<file path="config.mk">
export PLATFORM = sky130hd
export DESIGN_NAME = mc_ctrl
export DESIGN_NICKNAME = d
export VERILOG_FILES = /design/src/rtl/mc_ctrl_pkg.sv /design/src/rtl/mc_ctrl_alu_dec.sv /design/src/rtl/mc_ctrl.sv
export SDC_FILE = /design/constraint.sdc
export NUM_CORES = 1
export LEC_CHECK = 0
export BUFFER_PORTS_ARGS = -buffer_cell sky130_fd_sc_hd__buf_2
export CAP_MARGIN = 30
export CELL_PAD_IN_SITES_DETAIL_PLACEMENT = 0
export CELL_PAD_IN_SITES_GLOBAL_PLACEMENT = 2
export CORE_ASPECT_RATIO = 1.25
export CORE_UTILIZATION = 28
export CTS_CLUSTER_DIAMETER = 120
export CTS_CLUSTER_SIZE = 40
export DETAILED_ROUTE_END_ITERATION = 10
export HOLD_SLACK_MARGIN = 0.02
export PLACE_DENSITY_LB_ADDON = 0.1
export RECOVER_POWER = 50
export SKIP_CTS_REPAIR_TIMING = 1
export SYNTH_ARGS = -nofsm -noshare
export SYNTH_HDL_FRONTEND = slang
export SYNTH_HIERARCHICAL = 1
export SYNTH_SLANG_ARGS = --single-unit
</file>
<file path="constraint.sdc">
create_clock -name clk -period 2.7 [get_ports clk]
set_input_delay 0.27 -clock clk [delete_from_list [all_inputs] [get_ports clk]]
set_output_delay 0.27 -clock clk [all_outputs]
set_load 0.1 [all_outputs]
</file>
<file path="src/rtl/mc_ctrl_pkg.sv">
// Shared control encodings for the multi-cycle MIPS-subset controller: states,
// ALU operation codes, opcode/funct values and datapath select encodings.
package mc_ctrl_pkg;

    typedef enum logic [3:0] {
        S_FETCH    = 4'd0,
        S_DECODE   = 4'd1,
        S_EXEC_R   = 4'd2,
        S_EXEC_I   = 4'd3,
        S_MEM_ADDR = 4'd4,
        S_MEM_RD   = 4'd5,
        S_MEM_WR   = 4'd6,
        S_WB_ALU   = 4'd7,
        S_WB_MEM   = 4'd8,
        S_BRANCH   = 4'd9,
`ifdef MC_CTRL_ILLEGAL_TRAP_EN
        S_JUMP     = 4'd10,
        S_TRAP     = 4'd11
`else
        S_JUMP     = 4'd10
`endif
    } state_t;

    localparam logic [4:0] ALU_ADDU = 5'd0;
    localparam logic [4:0] ALU_ADD  = 5'd1;
    localparam logic [4:0] ALU_SUBU = 5'd2;
    localparam logic [4:0] ALU_SUB  = 5'd3;
    localparam logic [4:0] ALU_AND  = 5'd4;
    localparam logic [4:0] ALU_OR   = 5'd5;
    localparam logic [4:0] ALU_SLT  = 5'd6;
    localparam logic [4:0] ALU_SLL  = 5'd7;
    localparam logic [4:0] ALU_SRL  = 5'd8;
    localparam logic [4:0] ALU_SRA  = 5'd9;
    localparam logic [4:0] ALU_EQL  = 5'd10;
    localparam logic [4:0] ALU_BNE  = 5'd11;
    localparam logic [4:0] ALU_GT0  = 5'd12;

    localparam logic [5:0] OP_RTYPE = 6'h00;
    localparam logic [5:0] OP_J     = 6'h02;
    localparam logic [5:0] OP_JAL   = 6'h03;
    localparam logic [5:0] OP_BEQ   = 6'h04;
    localparam logic [5:0] OP_BNE   = 6'h05;
    localparam logic [5:0] OP_ADDIU = 6'h09;
    localparam logic [5:0] OP_SLTI  = 6'h0A;
    localparam logic [5:0] OP_ORI   = 6'h0D;
    localparam logic [5:0] OP_LUI   = 6'h0F;
    localparam logic [5:0] OP_LW    = 6'h23;
    localparam logic [5:0] OP_SW    = 6'h2B;

    localparam logic [5:0] FN_SLL  = 6'h00;
    localparam logic [5:0] FN_SRL  = 6'h02;
    localparam logic [5:0] FN_SRA  = 6'h03;
    localparam logic [5:0] FN_ADD  = 6'h20;
    localparam logic [5:0] FN_ADDU = 6'h21;
    localparam logic [5:0] FN_SUB  = 6'h22;
    localparam logic [5:0] FN_SUBU = 6'h23;
    localparam logic [5:0] FN_AND  = 6'h24;
    localparam logic [5:0] FN_OR   = 6'h25;
    localparam logic [5:0] FN_SLT  = 6'h2A;

    localparam logic [1:0] REGDST_RT  = 2'd0;
    localparam logic [1:0] REGDST_RD  = 2'd1;
    localparam logic [1:0] REGDST_R31 = 2'd2;

    localparam logic [1:0] M2R_ALUOUT = 2'd0;
    localparam logic [1:0] M2R_MDR    = 2'd1;
    localparam logic [1:0] M2R_PC     = 2'd2;

    localparam logic [1:0] SRCB_RT      = 2'd0;
    localparam logic [1:0] SRCB_FOUR    = 2'd1;
    localparam logic [1:0] SRCB_IMM     = 2'd2;
    localparam logic [1:0] SRCB_IMM_SH2 = 2'd3;

    localparam logic [1:0] PCSRC_ALU    = 2'd0;
    localparam logic [1:0] PCSRC_ALUOUT = 2'd1;
    localparam logic [1:0] PCSRC_JUMP   = 2'd2;

endpackage

</file>
<file path="src/rtl/mc_ctrl_alu_dec.sv">
// mc_alu_dec: combinational map of (state, op, funct) to ALU operation code,
// immediate extension mode and an illegal-instruction flag.
module mc_alu_dec
    import mc_ctrl_pkg::*;
(
    input  state_t     i_state,
    input  logic [5:0] i_op,
    input  logic [5:0] i_funct,
    output logic [4:0] o_alu_op,
    output logic       o_ext_op,
    output logic       o_illegal
);

    logic [4:0] w_rAluOp;
    logic       w_rLegal;

    always_comb begin
        w_rAluOp = ALU_ADDU;
        w_rLegal = 1'b1;
        case (i_funct)
            FN_ADDU: w_rAluOp = ALU_ADDU;
            FN_ADD:  w_rAluOp = ALU_ADD;
            FN_SUBU: w_rAluOp = ALU_SUBU;
            FN_SUB:  w_rAluOp = ALU_SUB;
            FN_AND:  w_rAluOp = ALU_AND;
            FN_OR:   w_rAluOp = ALU_OR;
            FN_SLT:  w_rAluOp = ALU_SLT;
            FN_SLL:  w_rAluOp = ALU_SLL;
            FN_SRL:  w_rAluOp = ALU_SRL;
            FN_SRA:  w_rAluOp = ALU_SRA;
            default: w_rLegal = 1'b0;
        endcase
    end

    always_comb begin
        o_illegal = 1'b1;
        case (i_op)
            OP_RTYPE: o_illegal = !w_rLegal;
            OP_J, OP_JAL, OP_BEQ, OP_BNE, OP_ADDIU, OP_SLTI,
            OP_ORI, OP_LUI, OP_LW, OP_SW: o_illegal = 1'b0;
            default: o_illegal = 1'b1;
        endcase
    end

    // lui places the immediate in the upper half, so its extension mode is irrelevant
    always_comb begin
        o_alu_op = ALU_ADDU;
        o_ext_op = 1'b0;
        case (i_state)
            S_DECODE, S_MEM_ADDR: o_ext_op = 1'b1;
            S_EXEC_R: o_alu_op = w_rAluOp;
            S_EXEC_I: begin
                case (i_op)
                    OP_ORI:   o_alu_op = ALU_OR;
                    OP_ADDIU: o_ext_op = 1'b1;
                    OP_SLTI: begin
                        o_alu_op = ALU_SLT;
                        o_ext_op = 1'b1;
                    end
                    OP_LUI:   o_alu_op = ALU_GT0;
                    default:  o_alu_op = ALU_ADDU;
                endcase
            end
            S_BRANCH: o_alu_op = (i_op == OP_BNE) ? ALU_BNE : ALU_EQL;
            default: o_alu_op = ALU_ADDU;
        endcase
    end

endmodule

</file>
<file path="src/rtl/mc_ctrl.sv">
// Multi-cycle main controller for the MIPS-subset datapath.
// Optional MC_CTRL_ILLEGAL_TRAP_EN: illegal instructions lock into S_TRAP (illegal_o).
module mc_ctrl
    import mc_ctrl_pkg::*;
#(
    parameter int RESET_STATE_HOLD = 0
)
(
    input  logic       clk,
    input  logic       rstn,
    input  logic [5:0] op,
    input  logic [5:0] funct,
    input  logic       zero,
    input  logic       mem_ready,
    output logic       pc_write,
    output logic       ir_write,
    output logic       mem_read,
    output logic       mem_write,
    output logic       iord,
    output logic       reg_write,
    output logic [1:0] reg_dst,
    output logic [1:0] mem_to_reg,
    output logic       alu_src_a,
    output logic [1:0] alu_src_b,
    output logic       ext_op,
    output logic [4:0] alu_op,
    output logic [1:0] pc_source,
`ifdef MC_CTRL_ILLEGAL_TRAP_EN
    output logic [3:0] state_o,
    output logic       illegal_o
`else
    output logic [3:0] state_o
`endif
);

    localparam logic [3:0] HOLD_INIT = 4'(RESET_STATE_HOLD);

    state_t     r_state;
    state_t     w_nextState;
    logic [3:0] r_hold;
    logic [5:0] r_op;
    logic [5:0] r_funct;
    logic [5:0] w_decOp;
    logic [5:0] w_decFunct;
    logic [4:0] w_aluOp;
    logic       w_extOp;
    logic       w_illegal;
    logic       w_holding;

    assign w_holding  = (r_hold != 4'd0);
    // DECODE classifies the live IR fields; later states use the latched copy
    assign w_decOp    = (r_state == S_DECODE) ? op    : r_op;
    assign w_decFunct = (r_state == S_DECODE) ? funct : r_funct;

    mc_alu_dec u_alu_dec (
        .i_state   (r_state),
        .i_op      (w_decOp),
        .i_funct   (w_decFunct),
        .o_alu_op  (w_aluOp),
        .o_ext_op  (w_extOp),
        .o_illegal (w_illegal)
    );

    always_ff @(posedge clk or negedge rstn) begin
        if (!rstn) begin
            r_state <= S_FETCH;
            r_hold  <= HOLD_INIT;
            r_op    <= '0;
            r_funct <= '0;
        end else begin
            r_state <= w_nextState;
            if (r_state == S_FETCH && w_holding) begin
                r_hold <= r_hold - 4'd1;
            end
            if (r_state == S_DECODE) begin
                r_op    <= op;
                r_funct <= funct;
            end
        end
    end

    always_comb begin
        w_nextState = r_state;
        case (r_state)
            S_FETCH: begin
                if (!w_holding && mem_ready) w_nextState = S_DECODE;
            end
            S_DECODE: begin
                if (w_illegal) begin
`ifdef MC_CTRL_ILLEGAL_TRAP_EN
                    w_nextState = S_TRAP;
`else
                    w_nextState = S_FETCH;
`endif
                end else begin
                    case (op)
                        OP_RTYPE:       w_nextState = S_EXEC_R;
                        OP_LW, OP_SW:   w_nextState = S_MEM_ADDR;
                        OP_BEQ, OP_BNE: w_nextState = S_BRANCH;
                        OP_J, OP_JAL:   w_nextState = S_JUMP;
                        default:        w_nextState = S_EXEC_I;
                    endcase
                end
            end
            S_EXEC_R, S_EXEC_I: w_nextState = S_WB_ALU;
            S_MEM_ADDR: w_nextState = (r_op == OP_LW) ? S_MEM_RD : S_MEM_WR;
            S_MEM_RD: begin
                if (mem_ready) w_nextState = S_WB_MEM;
            end
            S_MEM_WR: begin
                if (mem_ready) w_nextState = S_FETCH;
            end
`ifdef MC_CTRL_ILLEGAL_TRAP_EN
            S_TRAP: w_nextState = S_TRAP;
`endif
            default: w_nextState = S_FETCH;
        endcase
    end

    // Outputs are forced idle while reset is asserted so in-flight requests drop at once
    always_comb begin
        pc_write   = 1'b0;
        ir_write   = 1'b0;
        mem_read   = 1'b0;
        mem_write  = 1'b0;
        iord       = 1'b0;
        reg_write  = 1'b0;
        reg_dst    = REGDST_RT;
        mem_to_reg = M2R_ALUOUT;
        alu_src_a  = 1'b0;
        alu_src_b  = SRCB_RT;
        pc_source  = PCSRC_ALU;
        alu_op     = ALU_ADDU;
        ext_op     = 1'b0;
        if (rstn) begin
            alu_op = w_aluOp;
            ext_op = w_extOp;
            case (r_state)
                S_FETCH: begin
                    alu_src_b = SRCB_FOUR;
                    mem_read  = !w_holding;
                    pc_write  = !w_holding && mem_ready;
                    ir_write  = !w_holding && mem_ready;
                end
                S_DECODE: alu_src_b = SRCB_IMM_SH2;
                S_EXEC_R: alu_src_a = 1'b1;
                S_EXEC_I, S_MEM_ADDR: begin
                    alu_src_a = 1'b1;
                    alu_src_b = SRCB_IMM;
                end
                S_MEM_RD: begin
                    mem_read = 1'b1;
                    iord     = 1'b1;
                end
                S_MEM_WR: begin
                    mem_write = 1'b1;
                    iord      = 1'b1;
                end
                S_WB_ALU: begin
                    reg_write = 1'b1;
                    reg_dst   = (r_op == OP_RTYPE) ? REGDST_RD : REGDST_RT;
                end
                S_WB_MEM: begin
                    reg_write  = 1'b1;
                    mem_to_reg = M2R_MDR;
                end
                S_BRANCH: begin
                    alu_src_a = 1'b1;
                    pc_source = PCSRC_ALUOUT;
                    pc_write  = zero;
                end
                S_JUMP: begin
                    pc_write  = 1'b1;
                    pc_source = PCSRC_JUMP;
                    if (r_op == OP_JAL) begin
                        reg_write  = 1'b1;
                        reg_dst    = REGDST_R31;
                        mem_to_reg = M2R_PC;
                    end
                end
                default: pc_write = 1'b0;
            endcase
        end
    end

    assign state_o = r_state;

`ifdef MC_CTRL_ILLEGAL_TRAP_EN
    assign illegal_o = rstn && (r_state == S_TRAP);
`endif

endmodule
</file>
==> flow_metrics.py <==
metrics = {
    "clocking": {
        "clk_latency_ps": 260,
        "clk_transition_reported_paths_ps": 80,
        "ctsHtreeMaxLevel": 1,
        "clockBufferDepth": 2,
        "cts_tree": "done",
        "clock_sinks": 20,
        "numCtsBuffers": 3,
        "cts-root-buf": "clkbuf_8",
    },
    "final_layout": {
        "instances_no_fill": 305,
        "nFillCells": 551,
        "nNetsFinal": 260,
        "design_area_mm2": 0.002376,
        "num_antenna_cells": 0,
        "post-route-util_pct": 43.06,
        "drive_above_1_share_pct": 47.72,
        "regArea_um2": 510.5,
        "synthToLayoutAreaGrowth_pct": 46.75,
        "multi_input_area_mm2": 0.001189,
    },
    "global_routing": {
        "grt_max_degree": 24,
        "track_usage_pct": 16.49,
        "grt_overflow": 0,
        "first_global_vias": 1601,
        "antenna_found_initial": 0,
        "grt_pass1_wl_um": 7921,
    },
    "placed_design": {
        "port_buffers": 39,
        "dp.cells": 297,
        "place_ws_ps": -55.61,
        "gp_congestion": 0.7914,
        "hpwl_um": 3860,
        "place_area_mm2": 0.002195,
    },
    "yosys": {
        "synth-seq-cells": 20,
        "yosysMostFrequentCell": "dfrtp_1",
        "yosys_warnings": 6,
        "syn_area_mm2": 0.001619,
        "netlist_top_cells_count": "20 x dfrtp_1, 14 x nor2_1, 13 x mux2_2",
        "ys_top_cells_by_area": "dfrtp_1 31%, mux2_2 9.0%, nor2_1 3.2%, a21oi_1 2.8%, nor3_1 2.8%",
        "synth_area_per_cell_um2": 8.847,
        "synth_nets": 201,
        "synth_top_area_share_pct": 30.91,
        "syn-instance-count": 183,
        "synth_edf_count": 0,
        "synth_cell_types": 56,
        "synth_top_cell_by_area": "dfrtp_1",
        "ys_async_sr_fraction_pct": 100.0,
        "ys.flop_type": "dfrtp_1",
        "synth-seq-area-share_pct": 30.91,
    },
    "routing": {
        "viasPerCell": 5.249,
        "drtAntennaViolNets": 0,
        "drt-initial-drc-count": 58,
        "route.detailed.drc": 0,
        "routedWlPerCell_um": 16.28,
        "routed-via-count": 1601,
        "firstDrtPassIters": 4,
        "routed_wl_um": 4965,
    },
    "pwr": {
        "peakVddDrop_v": 0.0005724,
        "p_switching_uw": 1751,
        "swShare_pct": 53.05,
        "finalPower_uw": 3300,
        "leakage_uw": 0.001035,
        "p_int_uw": 1549,
        "p_per_area_mw_per_mm2": 1389,
        "combPwrFrac_pct": 75.5,
        "seqPwrFrac_pct": 15.5,
        "p_clk_share_pct": 8.9,
    },
    "sta": {
        "worst_pin_slew_ps": 959.9,
        "fin_crit_sh_pct": 112.8,
        "max_freq_mhz": 328.3,
        "fin_worst_skew_ps": 4.598,
        "slew_viol_final": 0,
        "setup_ws_ps": -346.0,
        "fin_crit_ps": 3046,
        "hold_viol": 0,
        "rsz0062_at_grt": "yes",
        "setup_viol": 6,
        "slew_headroom_pct": 36.45,
    },
    "setup_path": {
        "crit_path_end_kind": "output port",
        "crit_start": "state_o[1]",
        "crit_fanout": 8,
        "worstPathArrival_ps": 2780,
        "r2r-start": "state_o[1]",
        "critPathCapture": "alu_op[0]",
        "path_class": "reg2out",
        "startpoint_type": "flip-flop",
        "rr_endpoint": "state_o[3]",
        "required_ps": 2430,
        "r2r_slack_ps": -80,
        "rr_worst_depth": 11,
    },
    "floorplanning": {
        "coreArea_mm2": 0.005518,
        "die_h_um": 87.02,
        "rows": 30,
        "die_width_um": 70.02,
        "io_pins": 41,
        "fp.dieArea_mm2": 0.006092,
        "start_util_pct": 29.34,
    },
    "min_path": {
        "hp-class": "in2reg",
    },
    "outcome": {
        "violations": "negative setup slack",
        "outcome": "finished with violations",
    },
    "flow_run": {
        "maxCapViolCount": 0,
    },
}
## critical path, cell delays in order (launching register included)
cell	delay, ps
dfrtp_4	470
nand2b_4	160
nor3_4	240
buf_12	160
buf_4	100
mux2_2	330
buf_4	150
nor2_1	190
a22oi_1	100
o32ai_1	240
and2_4	200
buf_12	170
## cells in the final DEF (no fill, tap or decap), types with 3 or more instances in the layout
cell type	instances
buf_2	33
buf_4	22
dfrtp_1	16
nor2_1	12
inv_1	8
nand2_1	8
a21oi_1	8
mux2_4	7
buf_12	7
nand2b_1	6
mux2_2	6
nor3_1	5
and2_4	5
nor3b_1	5
nand4_1	5
o22ai_1	5
nor4_4	4
o21ai_0	4
xnor2_1	4
nand3_1	3
nor3_4	3
mux2i_1	3
nand3b_1	3
clkbuf_8	3
nor2b_1	3
## cell type report
type	instances	share of cell area, %
multi-input combinational	144	50.03
sequential	20	21.48
timing repair buffer	64	20.70
tap	64	3.370
clock buffer	3	1.738
inverter	9	1.422
clock inverter	1	1.264
## routing by layer
metal	GRT usage, %	up-vias	part of all wire, %
li1	-	796	-
met1	19.01	769	43
met2	32.08	34	54
met3	2.083	2	2.7
met4	3.818	0	0.62
met5	0	-	0
## registers in the layout, indices dropped and copies added (netlist names)
| register | cells |
|---|---|
| r_op | 6 |
| state_o | 4 |
| r_hold | 4 |
| r_funct | 6 |
## worst min path at each step
| stage | startpoint | to | slack (ps) | cells past startpoint |
|---|---|---|---|---|
| floorplan | rstn | r_funct[0] | -30 | 0 |
| CTS | rstn | state_o[0] | -140 | 1 |
| finish | funct[2] | r_funct[2] | 290 | 2 |
| global placement | rstn | state_o[0] | 130 | 1 |
| global route | funct[5] | r_funct[5] | 280 | 2 |
| detailed placement | rstn | state_o[0] | 140 | 1 |
## kinds of logic after synthesis
| logic type | after synthesis | share of synthesized area (%) |
|---|---|---|
| multiplexers | 16 | 10.90 |
| buffers and inverters | 19 | 5.718 |
| adder cells (fa/ha/maj) | 2 | 1.545 |
| AO/OA/AOI/OAI | 39 | 17.47 |
| other | 1 | 0.2316 |
| flip-flops | 20 | 30.91 |
| AND/OR/NAND/NOR | 82 | 31.07 |
| XOR/XNOR | 4 | 2.164 |
## per-stage QoR
step           hold slack (ps)  setup TNS (ps)
2_1_floorplan           -25.59           -1876
3_3_place_gp             133.7          -35.36
3_5_place_dp             135.0          -162.3
4_1_cts                 -143.9           -1684
5_1_grt                  283.0           -2892
6_report                 293.3           -1545
## power by group through the flow
stage,Clock [µW],Sequential (µW),Combinational (µW)
2_1_floorplan,0,737,1480
3_5_place_dp,0,520,2320
6_report,295,513,2490
4_1_cts,307,514,2320
5_1_grt,320,527,2660
3_3_place_gp,0,517,2300
Note: power is estimated with default switching activity, not from simulation.
